==> config.mk <==
export PLATFORM = sky130hd
export DESIGN_NAME = dm_arbiter
export DESIGN_NICKNAME = d
export VERILOG_FILES = /design/src/rtl/dm_arbiter.sv
export SDC_FILE = /design/constraint.sdc
export NUM_CORES = 1
export LEC_CHECK = 0
export CORE_MARGIN = 4
export CORE_UTILIZATION = 35
export DETAILED_ROUTE_END_ITERATION = 10
export HOLD_SLACK_MARGIN = 0.02
export PLACE_DENSITY = 0.89
export SLEW_MARGIN = 20
export SYNTH_ARGS = -nofsm -noshare
export SYNTH_HDL_FRONTEND = slang
export SYNTH_SLANG_ARGS = --single-unit
==> constraint.sdc <==
create_clock -name clk -period 2.5 [get_ports clk]
set_clock_uncertainty 0.1 [all_clocks]
set_input_delay 0.375 -clock clk [delete_from_list [all_inputs] [get_ports clk]]
set_output_delay 0.375 -clock clk [all_outputs]
set_load 0.01 [all_outputs]
==> src/rtl/dm_arbiter.sv <==
// Two-port arbiter in front of the single-ported data memory (CPU data port m0, loader/debug port m1).
// Optional feature: define DM_ARBITER_RR_EN for round-robin tie-breaking; the default build uses fixed m0 priority.
module dm_arbiter (
  input  logic        clk,
  input  logic        rst,
  // requester 0: CPU data port
  input  logic        m0_req,
  input  logic        m0_write,
  input  logic [11:0] m0_address,
  input  logic [31:0] m0_wdata,
  output logic        m0_ack,
  output logic [31:0] m0_rdata,
  // requester 1: loader/debug port
  input  logic        m1_req,
  input  logic        m1_write,
  input  logic [11:0] m1_address,
  input  logic [31:0] m1_wdata,
  output logic        m1_ack,
  output logic [31:0] m1_rdata,
  // memory side
  output logic        DM_enable,
  output logic        DM_read,
  output logic        DM_write,
  output logic [11:0] DM_address,
  output logic [31:0] DM_in,
  input  logic [31:0] DM_out
);

  localparam logic [1:0] S_IDLE  = 2'd0;
  localparam logic [1:0] S_ISSUE = 2'd1;
  localparam logic [1:0] S_RESP  = 2'd2;

  logic [1:0]  r_state;
  logic        r_port;
  logic        r_write;
  logic [11:0] r_addr;
  logic [31:0] r_wdata;
`ifdef DM_ARBITER_RR_EN
  logic        r_last_grant;
`endif

  logic w_in_idle, w_in_issue, w_in_resp;
  logic w_cand0, w_cand1, w_pick, w_gnt;

  assign w_in_idle  = (r_state == S_IDLE);
  assign w_in_issue = (r_state == S_ISSUE);
  assign w_in_resp  = (r_state == S_RESP);

  // The port being acked in RESP is excluded so the other port gets a back-to-back slot.
  always_comb begin
    w_cand0 = 1'b0;
    w_cand1 = 1'b0;
    w_pick  = 1'b0;
`ifdef DM_ARBITER_RR_EN
    w_cand0 = m0_req & ~(w_in_resp & ~r_port);
    w_cand1 = m1_req & ~(w_in_resp &  r_port);
    w_pick  = (w_cand0 & w_cand1) ? ~r_last_grant : w_cand1;
`else
    // m0 stays eligible in RESP: a CPU holding its request is served continuously.
    w_cand0 = m0_req;
    w_cand1 = m1_req & ~(w_in_resp & r_port);
    w_pick  = ~w_cand0;
`endif
  end

  assign w_gnt = (w_in_idle | w_in_resp) & (w_cand0 | w_cand1);

  always_ff @(posedge clk) begin
    if (rst) begin
      r_state <= S_IDLE;
      r_port  <= 1'b0;
      r_write <= 1'b0;
      r_addr  <= '0;
      r_wdata <= '0;
`ifdef DM_ARBITER_RR_EN
      r_last_grant <= 1'b1;
`endif
    end else begin
      case (r_state)
        S_IDLE:  r_state <= w_gnt ? S_ISSUE : S_IDLE;
        S_ISSUE: r_state <= S_RESP;
        S_RESP:  r_state <= w_gnt ? S_ISSUE : S_IDLE;
        default: r_state <= S_IDLE;
      endcase
      if (w_gnt) begin
        r_port  <= w_pick;
        r_write <= w_pick ? m1_write   : m0_write;
        r_addr  <= w_pick ? m1_address : m0_address;
        r_wdata <= w_pick ? m1_wdata   : m0_wdata;
`ifdef DM_ARBITER_RR_EN
        r_last_grant <= w_pick;
`endif
      end
    end
  end

  assign DM_enable  = w_in_issue;
  assign DM_read    = w_in_issue & ~r_write;
  assign DM_write   = w_in_issue &  r_write;
  assign DM_address = w_in_issue ? r_addr  : '0;
  assign DM_in      = w_in_issue ? r_wdata : '0;

  // Reset during RESP suppresses the ack so an aborted access never completes.
  assign m0_ack   = w_in_resp & ~rst & ~r_port;
  assign m1_ack   = w_in_resp & ~rst &  r_port;
  assign m0_rdata = (m0_ack & ~r_write) ? DM_out : '0;
  assign m1_rdata = (m1_ack & ~r_write) ? DM_out : '0;

endmodule

==> out/metrics.cfg, run 1 <==
[clock_tree]
cts_buffer_depth = 2
cts-buffers-inserted = 5
cts_hold_buffers = 0
tritoncts_clock_tree = built
num_clock_sinks = 48
htree_num_levels = 2
cell_at_the_root_of_the_clock_tree = sky130_fd_sc_hd__clkbuf_8
cts.clk_slew.worst_paths_ns = 0.10
clock_insertion_delay_worst_skew_ns = 0.30

[pwr]
power.leakage_nw = 2.77
cellInternalPower_mw = 1.51
worst_ir_drop_vdd_uv = 221
power.density_cell_area_nw_per_um2 = 375
switching_share = 0.262
pwr-share-comb = 0.295
reg_power_frac = 0.430
power_frac_clock = 0.274
report.power.total_mw = 2.05
switchingPower_mw = 0.536

[global_routing]
vias_in_the_first_global_route = 3283
globalRouteTotalUtil = 0.212
antenna_violations_before_repair = 0
grt_max_degree = 49
grt_overflow = 0
grt_pass1_wl_um = 16900

[synth]
syn-num-nets = 472
yosysUniqueCellTypes = 24
postSynthAreaPerCell_um2 = 8.38
flip_flop_and_latch_count_after_synthesis = 48
synth_cells = 346
yosys-top-cells-area = sky130_fd_sc_hd__dfxtp_1 (33%), sky130_fd_sc_hd__and2_1 (22%), sky130_fd_sc_hd__o221a_2 (16%)
synth_top_area_cell = sky130_fd_sc_hd__dfxtp_1
ys.warnings.count = 0
synth.top_cell.area_share = 0.331
yosysSeqAreaShare = 0.331
post_synth_instance_area_um2 = 2900

[critical_path]
worstPathArrival_ns = 1.95
r2r_slack_ns = 0.83
critical_path.endpoint_type = primary output
rr_startpoint = r_state[0]
crit_fanout = 32
worst-endpoint-required_ns = 2.03
setup.worst_path.start = r_state[0]
worst-setup-path-type = reg -> out
setup.worst_path.start_class = register

[route]
antenna_left = 0
detailedRoute.firstPassIterationCount = 4
residual_drc = 0
vias_per_cell = 4.85
vias = 3310
wirelength_um = 11600
dr.first_iter.drc_count = 134
wl_per_cell_um = 17.0

[sta]
setup_violations = 0
max_freq_mhz = 413
final_hold_viol_count = 0
finalCritPeriodShare = 0.968
final_period_minus_worst_setup_slack_ns = 2.42
max-slew-margin-rel = 0.651
worst_slew_pin_slew_ns = 0.523
timing.final.ws_setup_ns = 0.0790
timing.final.max_slew_violations = 0
hold_worst_slack_ns = 0.422

[cells_and_area]
final_cell_area_um2 = 5470
post_route_cells_drive_above_1_share = 0.148
n_fill_cell = 649
final_nets = 706
antennaDiodeCount = 0
area.growth.synth_to_final_pct = 88.4
layout.cells.most_common = sky130_fd_sc_hd__clkdlybuf4s50_1
most-common-layout-cells = sky130_fd_sc_hd__clkdlybuf4s50_1 (160), sky130_fd_sc_hd__and2_1 (104), sky130_fd_sc_hd__dlygate4sd2_1 (47), sky130_fd_sc_hd__dfxtp_1 (47), sky130_fd_sc_hd__inv_1 (46)

[place]
post_dp_cell_area_um2 = 5310
preCtsSetupSlack_ns = 0.0435
placement.io_buffers = 238
place.gp.congestion = 1.00
half_perimeter_wire_length_after_detailed_placement_um = 8740

[floorplan]
die_area_um2 = 9810
floorplan.initialDensity = 0.368
pin_count = 239
coreArea_um2 = 7890
die_x_um = 99.0
num_rows = 32
fp.dieH_um = 99.0

[min_path]
min-delay-path-class = reg -> reg
timing.hold.worst.start = r_wdata[20]

[job]
drv_cap = 0

[run_status]
status = complete, no violations

## synthesized netlist by cell type
cell,number
sky130_fd_sc_hd__nor2_1,8
sky130_fd_sc_hd__and3_1,1
sky130_fd_sc_hd__a211oi_1,1
sky130_fd_sc_hd__buf_4,1
sky130_fd_sc_hd__o221a_1,2
sky130_fd_sc_hd__nor2b_1,2
sky130_fd_sc_hd__nand2_1,1
sky130_fd_sc_hd__or3b_4,1
sky130_fd_sc_hd__nor3_1,4
sky130_fd_sc_hd__or2b_1,1
sky130_fd_sc_hd__dfxtp_1,48
sky130_fd_sc_hd__o221a_2,42
sky130_fd_sc_hd__a21oi_1,45
sky130_fd_sc_hd__and2_2,4
sky130_fd_sc_hd__buf_2,6
sky130_fd_sc_hd__nor3_4,2
sky130_fd_sc_hd__buf_6,11
sky130_fd_sc_hd__inv_1,47
sky130_fd_sc_hd__buf_1,1
sky130_fd_sc_hd__a221o_2,1
sky130_fd_sc_hd__a21o_1,1
sky130_fd_sc_hd__nand3_1,1
sky130_fd_sc_hd__and2_1,104
sky130_fd_sc_hd__clkbuf_1,11
## final timing paths
| kind | depth (start not counted) | end |
|---|---|---|
| max | 6 | m0_rdata[27] |
| min | 1 | r_wdata[20] |
| max reg2reg | 5 | r_wdata[1] |
| min reg2reg | 1 | r_wdata[20] |
## critical path, cell delays in order (launching register included)
cell and delay (ns):
sky130_fd_sc_hd__dfxtp_2 0.34, sky130_fd_sc_hd__or3b_4 0.42, sky130_fd_sc_hd__buf_4 0.16, sky130_fd_sc_hd__nor3_4 0.14
sky130_fd_sc_hd__buf_12 0.18, sky130_fd_sc_hd__and2_1 0.14, sky130_fd_sc_hd__dlygate4sd2_1 0.26
## kinds of logic after synthesis
kind of cell | after synthesis | share of synthesized area
compound gates | 92 | 0.258
simple gates | 129 | 0.279
flops | 48 | 0.331
buf+inv | 77 | 0.132
## flip-flops by register name (all words and copies together), names as in the netlist
register,count
r_wdata,32
r_addr,12
r_state,2
r_port,1
r_write,1
## stage by stage
| stage | util | setup TNS [ns] | instances |
|---|---|---|---|
| final | 0.693 | 0 | 683 |
| after detailed placement | 0.673 | 0 | 666 |
| after global placement | 0.673 | 0 | 666 |
| after global routing | 0.693 | -0.0590 | 683 |
| after floorplan | - | 0 | 346 |
| after CTS | 0.683 | 0 | 679 |
## repair_timing
item	CTS	global route
endpoints found under the setup margin	64	54
buffers inserted	5	2
cloned	0	2
gates resized for setup	68	35
## area by class of cell
cell class,instances,area [um^2],area share
Timing Repair Buffer,257,2520,0.462
Multi-Input combinational cell,221,1570,0.287
Sequential cell,48,962,0.176
Inverter,47,176,0.0323
Tap cell,102,128,0.0234
Clock buffer,6,72.6,0.0133
Clock inverter,2,35.0,0.00641
## per-layer routing
| layer | wire length, um | GRT usage | up-vias |
|---|---|---|---|
| met3 | 928 | 0.0665 | 24 |
| li1 | - | - | 1627 |
| met1 | 4290 | 0.218 | 1501 |
| met5 | 0 | 0 | - |
| met2 | 6040 | 0.402 | 158 |
| met4 | 358 | 0.0735 | 0 |
## power by group through the flow
| stage | clock [mW] | sequential (mW) | combinational, mW |
|---|---|---|---|
| global route | 0.598 | 0.890 | 0.650 |
| global placement | 0 | 0.894 | 0.587 |
| CTS | 0.570 | 0.880 | 0.596 |
| detailed placement | 0 | 0.896 | 0.599 |
| finish | 0.562 | 0.881 | 0.605 |
| floorplan | 0 | 0.885 | 0.265 |
Note: power is estimated with default switching activity, not from simulation.
==> inputs of run 2 (changes only) <==
SETUP_SLACK_MARGIN = 0.2   (was not set)
==> run 2 against run 1 <==
Effect of this change:
- worst hold slack about the same
- non-clock buffer count grew 12
- sequential power barely moved
- wire length rose by 9.8%
- largest power group unchanged
- via count increased by 4.5%
- sequential cell count did not move
- largest cell class unchanged
- critical path type unchanged
- first-iteration DRC count is 19% higher
==> out/metrics.cfg, run 2 (same netlist as run 1, synthesis figures left out) <==
[run_status]
status = complete, no violations  ; unchanged

[sta]
max-slew-margin-rel = 0.647  ; was 0.651
final.setup.tns_ns = 0  ; unchanged
setup_violations = 0  ; unchanged
timing.final.max_slew_violations = 0  ; unchanged
final_hold_viol_count = 0  ; unchanged
finalCritPeriodShare = 0.947  ; was 0.968
unrepaired_setup_endpoints_after_global_routing = yes
final_period_minus_worst_setup_slack_ns = 2.37  ; was 2.42 ns
worst_slew_pin_slew_ns = 0.529  ; was 0.523 ns
max_freq_mhz = 423  ; was 413 MHz

[clock_tree]
cell_at_the_root_of_the_clock_tree = sky130_fd_sc_hd__clkbuf_8  ; unchanged
num_clock_sinks = 48  ; unchanged
tritoncts_clock_tree = built  ; unchanged
clock_insertion_delay_worst_skew_ns = 0.29  ; was 0.30 ns
cts-buffers-inserted = 5  ; unchanged
cts_buffer_depth = 2  ; unchanged
htree_num_levels = 2  ; unchanged
cts.clk_slew.worst_paths_ns = 0.09  ; was 0.10 ns

[critical_path]
critical_path.endpoint_type = primary output  ; unchanged
worst_r2r_path_depth = 6  ; was 5
crit_slowest_cell = sky130_fd_sc_hd__or3b_4  ; unchanged
worstPathArrival_ns = 1.89  ; was 1.95 ns
worst_r2r_endpoint = r_wdata[22]  ; was r_wdata[1]
r2r_slack_ns = 0.72  ; was 0.83 ns
setup.worst_path.start_class = register  ; unchanged
setup.worst_path.start = r_state[0]  ; unchanged
crit_fanout = 8  ; was 32
crit_top_cell = sky130_fd_sc_hd__buf_6
worst-setup-path-type = reg -> out  ; unchanged
worst-endpoint-required_ns = 2.03  ; about the same
rr_startpoint = r_state[0]  ; unchanged
critical-path-max-stage-delay_ns = 0.43  ; was 0.42 ns
cp_cell_sequence = or3b_4, nor3_4, buf_6, buf_6, clkbuf_16, and2_1, buf_2  ; was or3b_4, buf_4, nor3_4, buf_12, and2_1, dlygate4sd2_1

[min_path]
min_to = r_wdata[20]  ; unchanged
timing.hold.worst.start = r_wdata[20]  ; unchanged
min_delay_path_depth = 1  ; unchanged
min-delay-path-class = reg -> reg  ; unchanged

[cells_and_area]
post_route_cells_drive_above_1_share = 0.315  ; was 0.148
final_nets = 718  ; was 706
area.growth.synth_to_final_pct = 101  ; was 88.4%
most-common-layout-cells = sky130_fd_sc_hd__clkdlybuf4s50_1 (127), sky130_fd_sc_hd__and2_1 (76), sky130_fd_sc_hd__inv_1 (46), sky130_fd_sc_hd__dlymetal6s2s_1 (46), sky130_fd_sc_hd__dfxtp_1 (46)  ; was sky130_fd_sc_hd__clkdlybuf4s50_1 (160), sky130_fd_sc_hd__and2_1 (104), sky130_fd_sc_hd__dlygate4sd2_1 (47), sky130_fd_sc_hd__dfxtp_1 (47), sky130_fd_sc_hd__inv_1 (46)
regMostFlops = r_wdata  ; unchanged
top_regs = r_wdata (32), r_addr (12), r_state (2)  ; unchanged
largest_register_ffs = 32  ; unchanged
antennaDiodeCount = 0  ; unchanged
layout.cells.most_common = sky130_fd_sc_hd__clkdlybuf4s50_1  ; unchanged

[pwr]
power.density_cell_area_nw_per_um2 = 357  ; was 375 nW/um^2
power.leakage_nw = 3.40  ; was 2.77 nW
worst_ir_drop_vdd_uv = 223  ; was 221 uV
report.power.total_mw = 2.08  ; was 2.05 mW

[global_routing]
grt_use_met2 = 0.427  ; was 0.402
antenna_violations_before_repair = 0  ; unchanged
globalRoute.busiestLayer = met2  ; unchanged
grt_max_degree = 49  ; unchanged
globalRouteTotalUtil = 0.225  ; was 0.212
grt_pass1_wl_um = 17800  ; was 16900 um
vias_in_the_first_global_route = 3386  ; was 3283
grt_overflow = 0  ; unchanged
grt.met3_usage = 0.0722  ; was 0.0665
met1_usage = 0.228  ; was 0.218

[route]
dr.first_iter.drc_count = 160  ; was 134
residual_drc = 0  ; unchanged
wirelength_um = 12800  ; was 11600 um
detailedRoute.firstPassIterationCount = 4  ; unchanged
antenna_left = 0  ; unchanged
wl_per_cell_um = 18.4  ; was 17.0 um
vias = 3458  ; was 3310
vias_per_cell = 4.98  ; was 4.85

[job]
drv_cap = 0  ; unchanged

[floorplan]
num_rows = 32  ; unchanged
coreArea_um2 = 7890  ; unchanged
die_area_um2 = 9810  ; unchanged
floorplan.initialDensity = 0.368  ; unchanged
pin_count = 239  ; unchanged
fp.dieH_um = 99.0  ; unchanged
die_x_um = 99.0  ; unchanged

[place]
placement.io_buffers = 238  ; unchanged
place.gp.congestion = 1.00  ; unchanged
half_perimeter_wire_length_after_detailed_placement_um = 8740  ; unchanged

run 2: cell count changes in the layout (fill, tap and decap cells not counted), moves of 4 or more:
cell / previous run / this run
sky130_fd_sc_hd__dlygate4sd2_1: 47 / 0
sky130_fd_sc_hd__buf_6: 3 / 42
sky130_fd_sc_hd__clkdlybuf4s50_1: 160 / 127
sky130_fd_sc_hd__dlymetal6s2s_1: 13 / 46
sky130_fd_sc_hd__and2_4: 0 / 32
sky130_fd_sc_hd__and2_1: 104 / 76
sky130_fd_sc_hd__buf_2: 1 / 28
sky130_fd_sc_hd__clkdlybuf4s15_1: 12 / 0
sky130_fd_sc_hd__and2_2: 4 / 0
run 2: how the worst max path moves through the flow:
stage	slack, ns	to	depth (start not counted)
4_1_cts	0.05	DM_address[0]	5
6_report	0.13	m0_rdata[28]	7
2_1_floorplan	0.67	m0_rdata[10]	5
5_1_grt	0.06	m1_rdata[4]	8
3_3_place_gp	0.09	m1_rdata[7]	6
3_5_place_dp	0.04	m1_rdata[1]	6
run 2: report_power, final:
group / total, mW / internal (mW) / leakage [nW] / switching, mW
Sequential: 0.881 / 0.841 / 0.401 / 0.0403
Clock: 0.558 / 0.297 / 0.0552 / 0.261
Combinational: 0.642 / 0.395 / 2.95 / 0.247
run 2: area by class of cell:
cell class              count  area, um^2
multi-input cells         221        1650
fillers                   554        2060
clock buffers               6        72.6
inverters                  47         181
well taps                 102         128
flip-flops and latches     48         963
clock inverters             2        35.0
repair buffers            269        2800
run 2: routing by layer:
layer  share of wire  routed length, um  vias to the layer above
met5               0                  0                        -
met4           0.030                388                        0
met3           0.089               1140                       26
met2            0.53               6830                      177
met1            0.35               4410                     1603
li1                -                  -                     1652
run 2: what timing repair did:
action,CTS,global route
resized for setup,272,117
pin swaps,4,16
endpoints found under the setup margin,109,110
hold buffers,0,0
setup buffers,12,3
cloned,3,3
run 2: through the flow:
stage,utilization,cell area (um^2),worst slack [ns],instances,hold slack (ns)
2_1_floorplan,-,2900,0.667,346,0.382
3_3_place_gp,0.673,5310,0.0860,666,0.400
3_5_place_dp,0.673,5310,0.0435,666,0.401
4_1_cts,0.679,5350,0.0467,689,0.426
5_1_grt,0.739,5830,0.0600,695,0.433
6_report,0.739,5830,0.133,695,0.422
run 2: critical path, delay by kind of cell (launching register included):
kind	cells	cell delay (ns)
and+or+nand+nor	3	0.74
DFF	1	0.33
buffers and inverters	4	0.52
==> inputs of run 3 (changes only) <==
CORE_MARGIN = not set   (was 4)
SKIP_CTS_REPAIR_TIMING = 1   (was not set)
==> run 3 against run 2 <==
Effect of this change:
- sequential cell count unchanged
- highest routed layer unchanged
- total power down 5.2%
- fmax down 2.9%
- final area up 1.1%
- largest power group unchanged
- worst hold slack better by 0.0029 ns
- via count up 4.8%
- first-iteration DRC count down 19%
- sequential share of layout area down 0.17 points
- critical endpoint is now m1_rdata[10]
- critical path type unchanged
- die area down 12%
==> out/metrics.cfg, run 3 (same netlist as run 1, synthesis figures left out) <==
[critical_path]
crit_fanout = 5  ; was 8
worstPathArrival_ns = 1.96  ; was 1.89 ns
cp.buffers_inverters = 5  ; was 4
worst-endpoint-required_ns = 2.03  ; about the same
r2r_slack_ns = 0.81  ; was 0.72 ns
setup.worst_path.start_class = register  ; unchanged
crit_family = simple AND/OR/NAND/NOR gates  ; unchanged
worst_r2r_path_depth = 5  ; was 6
cp_cell_sequence = or3b_4, nor3_4, buf_4, buf_6, buf_6, buf_6, and2_4, buf_6  ; was or3b_4, nor3_4, buf_6, buf_6, clkbuf_16, and2_1, buf_2
worst_r2r_endpoint = r_wdata[23]  ; was r_wdata[22]
crit_slowest_cell = sky130_fd_sc_hd__or3b_4  ; unchanged
rr_startpoint = r_state[0]  ; unchanged
worst-setup-path-type = reg -> out  ; unchanged
crit_top_cell = sky130_fd_sc_hd__buf_6  ; unchanged
critical_path.endpoint_type = primary output  ; unchanged
critical-path-max-stage-delay_ns = 0.42  ; was 0.43 ns

[clock_tree]
num_clock_sinks = 48  ; unchanged
cts_buffer_depth = 2  ; unchanged
htree_num_levels = 2  ; unchanged
clock_insertion_delay_worst_skew_ns = 0.29  ; about the same
cell_at_the_root_of_the_clock_tree = sky130_fd_sc_hd__clkbuf_8  ; unchanged
cts.clk_slew.worst_paths_ns = 0.08  ; was 0.09 ns
cts-buffers-inserted = 5  ; unchanged
tritoncts_clock_tree = built  ; unchanged

[job]
drv_cap = 0  ; unchanged

[cells_and_area]
final_cell_area_um2 = 5890  ; was 5830 um^2
regMostFlops = r_wdata  ; unchanged
post_route_cells_drive_above_1_share = 0.336  ; was 0.315
area.growth.synth_to_final_pct = 103  ; was 101%
layout.cells.most_common = sky130_fd_sc_hd__clkdlybuf4s50_1  ; unchanged
post-route-util = 0.747  ; was 0.739
most-common-layout-cells = sky130_fd_sc_hd__clkdlybuf4s50_1 (128), sky130_fd_sc_hd__and2_1 (61), sky130_fd_sc_hd__buf_6 (58)  ; was sky130_fd_sc_hd__clkdlybuf4s50_1 (127), sky130_fd_sc_hd__and2_1 (76), sky130_fd_sc_hd__inv_1 (46), sky130_fd_sc_hd__dlymetal6s2s_1 (46), sky130_fd_sc_hd__dfxtp_1 (46)
antennaDiodeCount = 0  ; unchanged
final_cells = 694  ; was 695
top_regs = r_wdata (32), r_addr (12), r_state (2)  ; unchanged
final_nets = 718  ; unchanged
largest_register_ffs = 32  ; unchanged

[floorplan]
fp.dieH_um = 93.0  ; was 99.0 um
pin_count = 239  ; unchanged
die_x_um = 93.0  ; was 99.0 um
die_area_um2 = 8650  ; was 9810 um^2
floorplan.initialDensity = 0.368  ; unchanged
num_rows = 32  ; unchanged
coreArea_um2 = 7890  ; unchanged

[route]
antenna_left = 0  ; unchanged
vias_per_cell = 5.22  ; was 4.98
detailedRoute.firstPassIterationCount = 4  ; unchanged
wirelength_um = 13000  ; was 12800 um
residual_drc = 0  ; unchanged
wl_per_cell_um = 18.8  ; was 18.4 um
dr.first_iter.drc_count = 130  ; was 160
vias = 3624  ; was 3458

[place]
half_perimeter_wire_length_after_detailed_placement_um = 8500  ; was 8740 um
preCtsSetupSlack_ns = 0.0327  ; was 0.0435 ns
post_dp_cell_area_um2 = 5320  ; was 5310 um^2
dp_cells = 667  ; was 666
placement.io_buffers = 238  ; unchanged
place.gp.congestion = 0.848  ; was 1.00

[sta]
final_hold_viol_count = 0  ; unchanged
final.setup.tns_ns = 0  ; unchanged
setup_violations = 0  ; unchanged
hold_worst_slack_ns = 0.425  ; was 0.422 ns
finalCritPeriodShare = 0.975  ; was 0.947
worst_slew_pin_slew_ns = 0.535  ; was 0.529 ns
final_period_minus_worst_setup_slack_ns = 2.44  ; was 2.37 ns
max-slew-margin-rel = 0.643  ; was 0.647
timing.final.ws_setup_ns = 0.0622  ; was 0.133 ns
unrepaired_setup_endpoints_after_global_routing = yes  ; unchanged
max_freq_mhz = 410  ; was 423 MHz
timing.final.max_slew_violations = 0  ; unchanged

[pwr]
power.leakage_nw = 3.40  ; about the same
report.power.total_mw = 1.97  ; was 2.08 mW
power.density_cell_area_nw_per_um2 = 335  ; was 357 nW/um^2
worst_ir_drop_vdd_uv = 224  ; was 223 uV

[global_routing]
antenna_violations_before_repair = 0  ; unchanged
grt_overflow = 0  ; unchanged
globalRouteTotalUtil = 0.250  ; was 0.225
grt_max_degree = 49  ; unchanged
vias_in_the_first_global_route = 3369  ; was 3386
grt_pass1_wl_um = 16900  ; was 17800 um

[min_path]
min-delay-path-class = reg -> reg  ; unchanged
min_to = r_wdata[27]  ; was r_wdata[20]
min_delay_path_depth = 1  ; unchanged
timing.hold.worst.start = r_wdata[27]  ; was r_wdata[20]

[run_status]
status = complete, no violations  ; unchanged

run 3: cell count changes in the layout (fill, tap and decap cells not counted), moves of 2 or more:
cell	previous run	this run
sky130_fd_sc_hd__buf_12	3	5
sky130_fd_sc_hd__buf_16	3	0
sky130_fd_sc_hd__buf_4	14	11
sky130_fd_sc_hd__and2_4	32	46
sky130_fd_sc_hd__buf_2	28	4
sky130_fd_sc_hd__and2_1	76	61
sky130_fd_sc_hd__buf_6	42	58
sky130_fd_sc_hd__clkbuf_2	2	13
run 3: routing by layer:
layer | share of wire | track usage
met1 | 0.35 | 0.253
met2 | 0.53 | 0.499
met3 | 0.073 | 0.0561
met4 | 0.047 | 0.0731
met5 | 0 | 0
run 3: layout make-up:
cell class / count / area [um^2]
fill: 548 / 1990
tap: 102 / 128
multi-input combinational: 221 / 1680
inverter: 47 / 176
clock buffer: 6 / 72.6
sequential: 48 / 963
timing repair buffer: 269 / 2870
clock inverter: 1 / 5.00
run 3: how the worst max path moves through the flow:
stage	start	endpoint	cells after the start	slack (ns)
2_1_floorplan	r_state[0]	m0_rdata[10]	5	0.67
3_3_place_gp	rst	m1_rdata[1]	6	0.07
5_1_grt	r_state[1]	m1_rdata[10]	8	-0.02
6_report	r_state[1]	m1_rdata[10]	8	0.06
4_1_cts	r_state[1]	m1_rdata[3]	5	-0.16
3_5_place_dp	rst	m1_rdata[3]	6	0.03
run 3: power breakdown:
group / switching [mW] / internal [mW] / total [mW] / leakage [nW]
sequential: 0.0450 / 0.841 / 0.886 / 0.401
clock: 0.254 / 0.191 / 0.445 / 0.0410
combinational: 0.251 / 0.391 / 0.642 / 2.96
